==> config.mk <==
export PLATFORM = sky130hd
export DESIGN_NAME = data_mem_arbiter
export DESIGN_NICKNAME = d
export VERILOG_FILES = /design/src/rtl/mem_arb_pkg.sv /design/src/rtl/rr_select.sv /design/src/rtl/data_mem_arbiter.sv
export SDC_FILE = /design/constraint.sdc
export NUM_CORES = 1
export LEC_CHECK = 0
export ABC_CLOCK_PERIOD_IN_PS = 4900
export CAP_MARGIN = 40
export CORE_AREA = 2 2 115 117
export DETAILED_ROUTE_END_ITERATION = 12
export DIE_AREA = 0 0 117 119
export PLACE_DENSITY_LB_ADDON = 0.1
export SLEW_MARGIN = 20
export SYNTH_ARGS = -nofsm -noshare
export SYNTH_HDL_FRONTEND = slang
export SYNTH_SLANG_ARGS = --single-unit
==> constraint.sdc <==
create_clock -name clk -period 4.9 [get_ports clk]
set_input_delay 0.735 -clock clk [delete_from_list [all_inputs] [get_ports clk]]
set_output_delay 0.735 -clock clk [all_outputs]
set_load 0.01 [all_outputs]
==> src/rtl/mem_arb_pkg.sv <==
// Shared types and default sizes for the data-memory arbiter.
package mem_arb_pkg;

  typedef enum logic [1:0] {
    IDLE = 2'd0,
    OWN0 = 2'd1,
    OWN1 = 2'd2
  } arb_state_t;

  localparam int DEF_ADDR_W   = 32;
  localparam int DEF_DATA_W   = 32;
  localparam int DEF_MAX_HOLD = 4;

  // Ownership state for a given master index.
  function automatic arb_state_t own_state(input logic idx);
    return idx ? OWN1 : OWN0;
  endfunction

endpackage

==> src/rtl/rr_select.sv <==
// Two-way round-robin pick: a lone requester wins, a tie goes to the preferred master.
module rr_select (
  input  logic [1:0] req,
  input  logic       rr,
  output logic       valid,
  output logic       winner
);

  always_comb begin
    valid  = |req;
    winner = (req == 2'b11) ? rr : req[1];
  end

endmodule

==> src/rtl/data_mem_arbiter.sv <==
// Shares one single-port data memory between two masters with registered
// round-robin ownership and a bounded hold so neither side starves.
import mem_arb_pkg::*;

module data_mem_arbiter #(
  parameter int ADDR_W   = DEF_ADDR_W,
  parameter int DATA_W   = DEF_DATA_W,
  parameter int MAX_HOLD = DEF_MAX_HOLD
) (
  input  logic              clk,
  input  logic              rst,
  input  logic              m0_req,
  input  logic              m1_req,
  input  logic              m0_we,
  input  logic              m1_we,
  input  logic [ADDR_W-1:0] m0_addr,
  input  logic [ADDR_W-1:0] m1_addr,
  input  logic [DATA_W-1:0] m0_wdata,
  input  logic [DATA_W-1:0] m1_wdata,
  output logic              m0_gnt,
  output logic              m1_gnt,
  output logic [DATA_W-1:0] m0_rdata,
  output logic [DATA_W-1:0] m1_rdata,
  output logic              m0_rvalid,
  output logic              m1_rvalid,
  output logic              mem_we,
  output logic [ADDR_W-1:0] mem_a,
  output logic [DATA_W-1:0] mem_wd,
  input  logic [DATA_W-1:0] mem_rd
);

  localparam int HW = $clog2(MAX_HOLD + 1);
  localparam logic [HW:0] HOLD_LIM = (HW + 1)'(MAX_HOLD);

  arb_state_t    state;
  logic          rr;
  logic [HW-1:0] hold;

  logic          own_idx;
  logic          own_req;
  logic          oth_req;
  logic [HW:0]   hold_inc;
  logic          at_limit;
  logic [HW-1:0] hold_sat;
  logic          sel_valid;
  logic          sel_winner;

  assign m0_gnt = (state == OWN0) && m0_req;
  assign m1_gnt = (state == OWN1) && m1_req;

  assign own_idx = (state == OWN1);
  assign own_req = own_idx ? m1_req : m0_req;
  assign oth_req = own_idx ? m0_req : m1_req;

  // Counting the accept happening on this edge decides whether the owner must yield.
  assign hold_inc = {1'b0, hold} + (HW + 1)'(1);
  assign at_limit = (hold_inc >= HOLD_LIM);
  assign hold_sat = (hold_inc > HOLD_LIM) ? HOLD_LIM[HW-1:0] : hold_inc[HW-1:0];

  rr_select u_rr_select (
    .req    ({m1_req, m0_req}),
    .rr     (rr),
    .valid  (sel_valid),
    .winner (sel_winner)
  );

  always_ff @(posedge clk or negedge rst) begin
    if (!rst) begin
      state <= IDLE;
      rr    <= 1'b0;
      hold  <= '0;
    end else begin
      case (state)
        IDLE: begin
          if (sel_valid) begin
            state <= own_state(sel_winner);
            rr    <= ~sel_winner;
            hold  <= '0;
          end
        end
        OWN0, OWN1: begin
          if (own_req && !(oth_req && at_limit)) begin
            hold <= hold_sat;
          end else if (oth_req) begin
            state <= own_state(~own_idx);
            rr    <= own_idx;
            hold  <= '0;
          end else begin
            state <= IDLE;
            hold  <= '0;
          end
        end
        default: begin
          state <= IDLE;
          hold  <= '0;
        end
      endcase
    end
  end

  always_comb begin
    mem_we = 1'b0;
    mem_a  = '0;
    mem_wd = '0;
    if (m0_gnt) begin
      mem_we = m0_we;
      mem_a  = m0_addr;
      mem_wd = m0_wdata;
    end else if (m1_gnt) begin
      mem_we = m1_we;
      mem_a  = m1_addr;
      mem_wd = m1_wdata;
    end
  end

  logic [1:0]        gnt_v;
  logic [1:0]        we_v;
  logic              rvalid_r [2];
  logic [DATA_W-1:0] rdata_r  [2];

  assign gnt_v = {m1_gnt, m0_gnt};
  assign we_v  = {m1_we, m0_we};

  genvar gi;
  generate
    for (gi = 0; gi < 2; gi++) begin : g_ret
      always_ff @(posedge clk or negedge rst) begin
        if (!rst) begin
          rvalid_r[gi] <= 1'b0;
          rdata_r[gi]  <= '0;
        end else begin
          rvalid_r[gi] <= gnt_v[gi] && !we_v[gi];
          if (gnt_v[gi] && !we_v[gi]) begin
            rdata_r[gi] <= mem_rd;
          end
        end
      end
    end
  endgenerate

  assign m0_rvalid = rvalid_r[0];
  assign m1_rvalid = rvalid_r[1];
  assign m0_rdata  = rdata_r[0];
  assign m1_rdata  = rdata_r[1];

endmodule
==> out/results.ini <==
[timing]
rsz0062_at_grt = false
period_minus_slack_ns = 3.88
fmax_mhz = 258
final.setup_skew_ns = 0.00537
tns_ns = 0
setup-violations-final = 0
worst_slew_pin_slew_ns = 0.687
fin_crit_sh_pct = 79.2
relSlewSlack_pct = 54.2
slew_viol_final = 0
hold_viol = 0

[die]
die_w_um = 117
start_util_pct = 29.0
num_rows = 42
chipHeight_um = 119
design.portCount = 299
die_area_um2 = 13900
core_um2 = 12900

[clock_tree]
tritoncts = done
ctsRootBufferMaster = clkbuf_16
cts_buffers = 9
cts.repair.resized = 0
postCtsSetupRepairBufs = 0
htreeDepth = 3
path_clk_slew_ns = 0.06
cts_buffer_depth = 2
cts_sinks = 72
worstSkewPairLatency_ns = 0.33
post_cts_hold_buffer_count = 0

[worst_setup_path]
end_kind = output pin
rr_worst_depth = 7
start_kind = primary input
critical_path_class = primary input to output pin
critPathRequiredTime_ns = 4.16
critPathMaxFanout = 67
critPathArrivalTime_ns = 3.15

[detailed_routing]
drt_first_pass_iters = 4
wl_per_cell_um = 18.9
via_per_inst = 4.66
drt_iter0_markers = 212
vias = 3817
drc_errors = 0
wl_mm = 15.5
ant_nets = 0

[placement]
hpwl_mm = 11.9
gp_congestion = 0.903
port_buffers = 298

[global_routing]
grt_use_total_pct = 21.6
grt-ovfl-total = 0
antenna_found_initial = 1
grt_pass1_vias = 3863
grt_busiest_layer = met2
grt_use_met1_pct = 28.4
use_met2_pct = 33.8
grt_pass1_wl_mm = 22.5
grt_max_degree = 68
use_met3_pct = 8.14

[synthesis]
syn-num-nets = 521
synthesis.instances = 350
synth-async-reset-ratio_pct = 100
ys_seq_area_share_pct = 48.3
synth_edf_count = 0
yosysWarningCount = 0
synth-main-ff-cell = dfrtp_1
syn_area_um2 = 3730
ys_types = 31
synth_seq_cells = 72
syn_avg_cell_area_um2 = 10.7

[cells_and_area]
syn_to_final_growth_pct = 91.1
final_common_cell = clkdlybuf4s50_1
final_util_pct = 55.4
drive_above_1_share_pct = 9.50
layout_common_cells = clkdlybuf4s50_1, nand2_1, dfrtp_1, a22o_1, mux2_4
nNetsFinal = 808

[job]
maxCapViolCount = 0

[run_status]
status = finished clean

[worst_hold_path]
holdCritPathClass = primary input to asynchronous set/reset pin

[power_and_ir_drop]
vdd_drop_max_v = 0.000216
p_per_area_nw_per_um2 = 506
leakagePower_nw = 3.14

[power by group]
| part | internal, mW | switching [mW] | total, mW |
|---|---|---|---|
| clock network | 0.423 | 0.243 | 0.666 |
| registers | 0.870 | 0.159 | 1.03 |
| logic | 1.14 | 0.774 | 1.91 |
[synthesized netlist by cell type (2+ instances only)]
cell      number  share of area (%)
nand2b_1       3               0.50
nor2_1         4               0.40
a21oi_1        5               0.67
buf_6          5                1.5
ha_1           5                1.7
o21ai_1        2               0.27
nand2_1      109                 11
nor2b_1        2               0.34
buf_2         12                1.6
mux2_4        28                 11
mux2_1         6                1.8
inv_1          3               0.30
inv_2          4               0.40
dfrtp_1       72                 48
buf_4          5                1.0
a22o_1        65                 15
clkbuf_1       6               0.60
[layer usage]
metal | vias up | share of wire, %
li1 | 1798 | -
met1 | 1823 | 43
met2 | 183 | 46
met3 | 13 | 9.8
met4 | 0 | 1.1
met5 | - | 0
[layout make-up]
cell class | count | area, um^2
clock buffers | 12 | 256
well taps | 176 | 220
repair buffers | 304 | 3040
multi-input cells | 243 | 1740
clock inverters | 4 | 52.6
flip-flops and latches | 72 | 1800
fillers | 1130 | 5740
diodes | 1 | 2.50
inverters | 7 | 26.3
[metrics by stage]
stage	hold slack (ns)	area [um^2]	power (mW)	worst slack, ns	std cells
global route	0.186	7130	3.84	0.904	818
detailed placement	0.463	6800	2.96	1.01	801
floorplan	0.439	3730	1.89	2.37	350
global placement	0.458	6800	2.93	1.03	801
CTS	0.478	7110	3.65	1.01	817
finish	0.201	7140	3.61	1.02	819
[state kept, by name, summed over array words and instances (netlist names)]
register and cells:
hold 3, m0_rdata 32, m1_rdata 32, m0_rvalid 1, rr 1, m1_rvalid 1, state 2
[final timing paths]
kind / from / end / slack [ns]
max in group asynchronous: rst / hold[0] / 3.78
hold reg to reg: m1_rdata[13] / m1_rdata[13] / 0.47
setup / recovery: m0_req / mem_wd[9] / 1.02
setup reg to reg: state[1] / m0_rdata[31] / 2.50
min in group clk: m1_rdata[13] / m1_rdata[13] / 0.47
hold / removal: rst / m1_rdata[18] / 0.20
[cell families after synthesis]
family	after synthesis	share of synthesized area [%]
AO/OA/AOI/OAI	82	18.4
adder cells (fa/ha/maj)	5	1.68
buffers and inverters	35	5.43
flip-flops	72	48.3
multiplexers	34	13.1
AND/OR/NAND/NOR	122	13.1
[critical path, cell delays in order]
cell and delay, ns:
clkdlybuf4s50_1 0.65, and2_2 0.24, buf_4 0.56, a22o_1 0.35, clkdlybuf4s50_1 0.59
Note: power is estimated with default switching activity, not from simulation.
